File: src/rtl/replacement_controller_pkg.sv
// Shared constants and helpers for the cache way-replacement selector.
package replacement_controller_pkg;

  localparam logic POLICY_LRU    = 1'b0;
  localparam logic POLICY_RANDOM = 1'b1;

  localparam int LFSR_WIDTH = 16;
  typedef logic [LFSR_WIDTH-1:0] lfsr_t;

  // Feedback mask for taps 16,14,13,11 (bit positions 15,13,12,10)
  localparam lfsr_t LFSR_TAPS = 16'hB400;
  localparam lfsr_t LFSR_SEED = 16'h0001;

  function automatic int log2(input int value);
    int result;
    result = 0;
    for (int i = 0; i < 31; i++) begin
      if ((32'sd1 <<< i) < value) begin
        result = i + 1;
      end else begin
        result = result;
      end
    end
    return result;
  endfunction

  function automatic lfsr_t lfsr_step(input lfsr_t state);
    return {state[LFSR_WIDTH-2:0], ^(state & LFSR_TAPS)};
  endfunction

endpackage

File: src/rtl/replacement_controller_lru_age_update.sv
// Next-age computation for one set on an access, plus decode of its LRU way.
module lru_age_update #(
  parameter int NUMBER_OF_WAYS = 4,
  parameter int WAY_BITS       = 2
) (
  input  logic [NUMBER_OF_WAYS*WAY_BITS-1:0] ages_i,
  input  logic [WAY_BITS-1:0]                access_way_i,
  output logic [NUMBER_OF_WAYS*WAY_BITS-1:0] ages_o,
  output logic [NUMBER_OF_WAYS-1:0]          lru_onehot_o
);

  logic [WAY_BITS-1:0] accessed_age_s;
  logic [WAY_BITS-1:0] age_s;

  // Promote the accessed way to MRU and age every younger way by one
  always_comb begin
    ages_o         = '0;
    lru_onehot_o   = '0;
    age_s          = '0;
    accessed_age_s = ages_i[access_way_i*WAY_BITS +: WAY_BITS];
    for (int w = 0; w < NUMBER_OF_WAYS; w++) begin
      age_s = ages_i[w*WAY_BITS +: WAY_BITS];
      lru_onehot_o[w] = (age_s == WAY_BITS'(NUMBER_OF_WAYS - 1));
      if (WAY_BITS'(w) == access_way_i) begin
        ages_o[w*WAY_BITS +: WAY_BITS] = '0;
      end else if (age_s < accessed_age_s) begin
        ages_o[w*WAY_BITS +: WAY_BITS] = age_s + WAY_BITS'(1);
      end else begin
        ages_o[w*WAY_BITS +: WAY_BITS] = age_s;
      end
    end
  end

endmodule

File: src/rtl/replacement_controller.sv
// Per-set victim-way selector: first free way, else LRU or LFSR-random way.
module replacement_controller
  import replacement_controller_pkg::*;
#(
  parameter int NUMBER_OF_WAYS = 4,
  parameter int INDEX_BITS     = 8,
  localparam int WAY_BITS      = log2(NUMBER_OF_WAYS)
) (
  input  logic                      clock,
  input  logic                      reset,
  input  logic [NUMBER_OF_WAYS-1:0] ways_in_use,
  input  logic [INDEX_BITS-1:0]     current_index,
  input  logic                      replacement_policy_select,
  input  logic [WAY_BITS-1:0]       current_access,
  input  logic                      access_valid,
  input  logic                      report,
  output logic [NUMBER_OF_WAYS-1:0] selected_way
);

  localparam int NUM_SETS     = 1 << INDEX_BITS;
  localparam int AGE_VEC_BITS = NUMBER_OF_WAYS * WAY_BITS;

  function automatic logic [AGE_VEC_BITS-1:0] reset_ages();
    logic [AGE_VEC_BITS-1:0] v;
    v = '0;
    for (int w = 0; w < NUMBER_OF_WAYS; w++) begin
      v[w*WAY_BITS +: WAY_BITS] = WAY_BITS'(NUMBER_OF_WAYS - 1 - w);
    end
    return v;
  endfunction

  localparam logic [AGE_VEC_BITS-1:0] RESET_AGES = reset_ages();

  logic [AGE_VEC_BITS-1:0]   ages_q [NUM_SETS];
  logic [AGE_VEC_BITS-1:0]   ages_cur_s;
  logic [AGE_VEC_BITS-1:0]   ages_d;
  logic [NUMBER_OF_WAYS-1:0] lru_onehot_s;
  logic [NUMBER_OF_WAYS-1:0] first_free_s;
  logic [NUMBER_OF_WAYS-1:0] random_onehot_s;
  logic                      found_free_s;
  lfsr_t                     lfsr_q;
  lfsr_t                     lfsr_d;

  assign ages_cur_s = ages_q[current_index];
  assign lfsr_d     = lfsr_step(lfsr_q);

  lru_age_update #(
    .NUMBER_OF_WAYS (NUMBER_OF_WAYS),
    .WAY_BITS       (WAY_BITS)
  ) u_lru_age_update (
    .ages_i       (ages_cur_s),
    .access_way_i (current_access),
    .ages_o       (ages_d),
    .lru_onehot_o (lru_onehot_s)
  );

  // Age state for every set; reset restores the descending-age ordering
  always_ff @(posedge clock or posedge reset) begin
    if (reset) begin
      for (int s = 0; s < NUM_SETS; s++) begin
        ages_q[s] <= RESET_AGES;
      end
    end else if (access_valid) begin
      ages_q[current_index] <= ages_d;
    end else begin
      ages_q[current_index] <= ages_q[current_index];
    end
  end

  // Free-running LFSR for the pseudo-random policy
  always_ff @(posedge clock or posedge reset) begin
    if (reset) begin
      lfsr_q <= LFSR_SEED;
    end else begin
      lfsr_q <= lfsr_d;
    end
  end

  // Victim selection: lowest unused way takes priority over either policy
  always_comb begin
    first_free_s    = '0;
    found_free_s    = 1'b0;
    random_onehot_s = '0;
    for (int w = 0; w < NUMBER_OF_WAYS; w++) begin
      first_free_s[w] = !ways_in_use[w] && !found_free_s;
      found_free_s    = found_free_s || !ways_in_use[w];
    end
    random_onehot_s[lfsr_q[WAY_BITS-1:0]] = 1'b1;
    if (found_free_s) begin
      selected_way = first_free_s;
    end else if (replacement_policy_select == POLICY_LRU) begin
      selected_way = lru_onehot_s;
    end else begin
      selected_way = random_onehot_s;
    end
  end

`ifndef SYNTHESIS
  // Debug trace of each recorded access
  always_ff @(posedge clock) begin
    if (!reset && access_valid && report) begin
      $display("replacement_controller: index %0d way %0d new ages %h",
               current_index, current_access, ages_d);
    end else begin
    end
  end
`endif

endmodule

File: config.mk
export PLATFORM = sky130hd
export DESIGN_NAME = replacement_controller
export DESIGN_NICKNAME = d
export VERILOG_FILES = /design/src/rtl/replacement_controller_pkg.sv /design/src/rtl/replacement_controller_lru_age_update.sv /design/src/rtl/replacement_controller.sv
export SDC_FILE = /design/constraint.sdc
export NUM_CORES = 2
export LEC_CHECK = 0
export BUFFER_PORTS_ARGS = -buffer_cell sky130_fd_sc_hd__buf_2
export CAP_MARGIN = 15
export CORE_MARGIN = 4
export CORE_UTILIZATION = 40
export DETAILED_ROUTE_END_ITERATION = 12
export SLEW_MARGIN = 5
export SYNTH_ARGS = -nofsm -noshare
export SYNTH_HDL_FRONTEND = slang
export SYNTH_SLANG_ARGS = --single-unit
File: constraint.sdc
create_clock -name clock -period 63.8 [get_ports clock]
set_input_delay 6.38 -clock clock [delete_from_list [all_inputs] [get_ports clock]]
set_output_delay 6.38 -clock clock [all_outputs]
set_load 0.05 [all_outputs]
==> results summary <==
The average instance area after synthesis came out at 10.5 um2. The worst hold path belongs to the class flop to flop. The post-route DRC violation count is 0. After synthesis, the share of cell area in mux cells is 13.2%.

The chip width is ~490 um. The die boundary height came out at between 400 and 500 um. TritonCTS built the clock tree. The number of warnings printed during yosys synthesis came out at 0. The effective utilization at floorplan is about two fifths. Of the synthesized area, sequential elements account for a little under three fifths. The number of nets with antenna violations after detailed routing came out at 0. For the pin with the worst max-slew slack, the measured transition is 1270 ps. The area share of xor/xnor cells in the synthesized design is 0.0279%.

The root buffer cell chosen for the clock tree is sky130_fd_sc_hd__clkbuf_16. The total length of routed wires is between 200000 and 300000 um. The largest net degree at the start of global routing came out at between 200 and 250. The leakage dissipation is around 0.041 uW.

The worst setup path is captured at a primary output. The highest clock rate is 0.0511 GHz. The signed area change from the synthesized netlist to the final layout came out at 10.0%. The total standard cell area after synthesis came out at around 94000 um2. The total I/O pin count came out at 23. After clock tree synthesis, the clock-pin slew on the worst setup and hold paths is 70 ps. The first-pass GRT wire length came out at between 400000 and 500000 um.

The top cell types in the final layout, fill and taps aside, are 1872 x sky130_fd_sc_hd__nand2_1, 1558 x sky130_fd_sc_hd__o21ai_0, 1039 x sky130_fd_sc_hd__dfrtp_1. In this run, synthesis inferred 0 flip-flops with an integrated enable. The analysis attributes to net switching a power of just over 900 uW. The wire-length estimate of the detail-placed layout is about 180000 um. The hold violation count in the final report is 0.

The total power density per cell area came out at around 32 nW/um2. The count of pins over their slew limit came out at 0. The critical path required time came out at 57420 ps. The via count came out at approximately 68000.

The flop and latch count out of synthesis is ~2100. Of the total power, registers draw approximately 46%. The number of buffers created by CTS is ~220.

The count of buffers added by post-CTS timing repair for setup came out at 0. During placement, the flow inserted port buffers numbering 21. The sum of overflow across all layers after global routing came out at 0. The number of violations of the max-capacitance limit is 0. Synthesis produced a netlist whose cell count is 8948. The critical path in this run is classified as primary input to primary output. The number of global-route vias before repair is 67900. The die footprint is ~240000 um2.

The most used flip-flop cell after synthesis is sky130_fd_sc_hd__dfrtp_1. The async set-or-reset flop fraction in the synthesized netlist is 100%. In this run, post-CTS repair resized a total of 0 instances. The worst hold path stage count is 0. The number of cell rows came out at between 150 and 200.

The weighted congestion reported at the end of routability-driven placement is 0.863. The peak supply drop is around 32 uV. The number of detailed-routing iterations run before antenna repair is 9. For the final database, setup skew stands at roughly 73 ps. The hold-fix buffer count after cts is 0. In this run the tightest slew margin relative to its limit is approximately 15%.

Counting cells, the worst reg-to-reg path comes to 13. In this run the deepest clock path goes through 3 buffers. For this block, the initial DRC count from the detailed router was ~6300.

The minimum clock period after layout is between 15000 and 20000 ps. STA classifies the critical path startpoint as a primary input. Adding up every negative setup slack in the final design gives 0 ps. For the worst setup path, the data arrival time is 13200 ps. The layout filler cell count is roughly 21000. The number of antenna violations at the first check in global routing came out at 11. In this run the worst path has a maximum fanout of 73. Setup violations remaining at the end of the flow were counted as 0. The area fraction in compound gates after synthesis is 14.3%. The number of nets at the end of the flow is ~8600. For this design, the sink count on the clock tree is around 2100. After synthesis, the largest family of logic cells by area is compound AO/OA/AOI/OAI gates. The combinational power share came out at between 10% and 20%.

The clock tree synthesis step divided the H-tree into 4 levels. The post-synth net total is around 9000. The area share of and/or/nand/nor cells after synthesis came out at around an eighth. The number of library cell types mapped by synthesis came out at 74. The total internal power came out at approximately 2400 uW. The final worst hold slack is about 350 ps. Cells with a size suffix above 1 make up between 20% and 30% of the layout.

Setup repair after global routing left no endpoint under its margin. The detailed-route vias per instance is roughly 5.8. The global-route usage over all layers came out at 23.6%. The flow ran to the end, and the final reports show no timing, DRC or antenna violations.

The average wire length per cell after detail routing came out at ~24 um. The part of the total power dissipated in the clock network is about two fifths. The utilization after layout came out at 44.4%. The switching share of power is roughly 28%. The most frequent standard cell in the layout excluding fill and tap cells is sky130_fd_sc_hd__nand2_1. The clock latency reported for the late side of the worst-skew pair is ~900 ps. The floorplan step defined a core boundary enclosing roughly 230000 um2. After layout, the worst path uses a little under a third of the clock period.

After Yosys synthesis, full adders, half adders and majority gates account for less than 1% of the synthesized area.
Yosys cell counts, types with 14 or more instances:
cell type | number | share of area, %
sky130_fd_sc_hd__a21oi_1 | 39 | 0.21
sky130_fd_sc_hd__a211oi_1 | 18 | 0.14
sky130_fd_sc_hd__nand3_1 | 74 | 0.39
sky130_fd_sc_hd__a31oi_1 | 528 | 3.5
sky130_fd_sc_hd__o21ai_0 | 1558 | 8.3
sky130_fd_sc_hd__nand2b_1 | 14 | 0.093
sky130_fd_sc_hd__nor2_1 | 824 | 3.3
sky130_fd_sc_hd__a22oi_1 | 165 | 1.3
sky130_fd_sc_hd__dfstp_2 | 1025 | 29
sky130_fd_sc_hd__mux2i_1 | 317 | 3.4
sky130_fd_sc_hd__clkbuf_1 | 601 | 2.4
sky130_fd_sc_hd__nor2b_1 | 25 | 0.17
sky130_fd_sc_hd__buf_4 | 29 | 0.23
sky130_fd_sc_hd__buf_6 | 75 | 0.90
sky130_fd_sc_hd__nor3_1 | 18 | 0.096
sky130_fd_sc_hd__mux4_2 | 403 | 9.6
sky130_fd_sc_hd__a22o_1 | 16 | 0.15
sky130_fd_sc_hd__nand2_1 | 1889 | 7.5
sky130_fd_sc_hd__dfrtp_1 | 1039 | 28
sky130_fd_sc_hd__buf_1 | 28 | 0.11
sky130_fd_sc_hd__buf_2 | 85 | 0.45
per-stage QoR:
stage | setup slack, ps | instances | area (um2) | power (uW)
6_report | 44220 | 11900 | 104000 | 3320
5_1_grt | 43890 | 11900 | 104000 | 3450
4_1_cts | 44270 | 11800 | 104000 | 3330
3_5_place_dp | 44280 | 11400 | 96000 | 2000
3_3_place_gp | 44290 | 11400 | 95900 | 1980
2_1_floorplan | 813 | 8948 | 94200 | 1870
layout make-up:
cell class / count / area [um2] / share of cell area, %
clock inverters: 84 / 1150 / 1.11
diodes: 6 / 15.0 / 0.0145
repair buffers: 177 / 1470 / 1.42
inverters: 15 / 63.8 / 0.0616
multi-input cells: 6051 / 37700 / 36.4
flip-flops and latches: 2064 / 52900 / 51.1
well taps: 3132 / 3920 / 3.78
clock buffers: 326 / 6380 / 6.16
critical path, cell delays in order:
cell	delay, ps
sky130_fd_sc_hd__buf_8	600
sky130_fd_sc_hd__buf_4	660
sky130_fd_sc_hd__buf_4	630
sky130_fd_sc_hd__buf_4	780
sky130_fd_sc_hd__buf_4	660
sky130_fd_sc_hd__mux2i_1	160
sky130_fd_sc_hd__a22oi_1	250
sky130_fd_sc_hd__nand3_1	190
sky130_fd_sc_hd__a41oi_1	650
sky130_fd_sc_hd__nor4_1	270
sky130_fd_sc_hd__mux2i_1	470
sky130_fd_sc_hd__ha_1	470
sky130_fd_sc_hd__inv_1	70
sky130_fd_sc_hd__o21ai_0	210
sky130_fd_sc_hd__nand3_1	100
sky130_fd_sc_hd__a21boi_0	170
sky130_fd_sc_hd__buf_2	290
power by group through the flow:
stage	clock network, uW	logic (uW)	registers, uW
finish	1330	446	1540
global route	1400	487	1550
CTS	1350	445	1540
detailed placement	0	444	1560
global placement	0	431	1550
floorplan	0	328	1540
state kept, by name (all words and copies together), names as in the netlist:
register  flops
ages_q     2048
lfsr_q       16
cells by family after synthesis:
logic type,Yosys count
AO/OA/AOI/OAI,2405
XOR/XNOR,3
adder cells (fa/ha/maj),8
buffers and inverters,833
flip-flops,2064
multiplexers,732
AND/OR/NAND/NOR,2903
metal layers:
metal	GRT usage (%)	wire length [um]	up-vias
met5	0	50	-
met4	10.3	14200	8
met3	4.58	20700	635
met2	37.0	133000	2420
met1	32.0	121000	34600
li1	-	-	30700
path summary, 6_finish.rpt:
kind | start | end | slack (ps)
setup / recovery | current_index[1] | selected_way[1] | 44220
hold / removal | lfsr_q[5]$_DFF_PP0_ | lfsr_q[6]$_DFF_PP0_ | 350
setup reg to reg | ages_q[171]$_DFFE_PP1P_ | ages_q[454]$_DFFE_PP0P_ | 57140
hold reg to reg | lfsr_q[5]$_DFF_PP0_ | lfsr_q[6]$_DFF_PP0_ | 350
max in group asynchronous | reset | ages_q[1706]$_DFFE_PP0P_ | 53010
min in group asynchronous | reset | ages_q[1302]$_DFFE_PP0P_ | 5760
(Power assumes the default switching activity.)
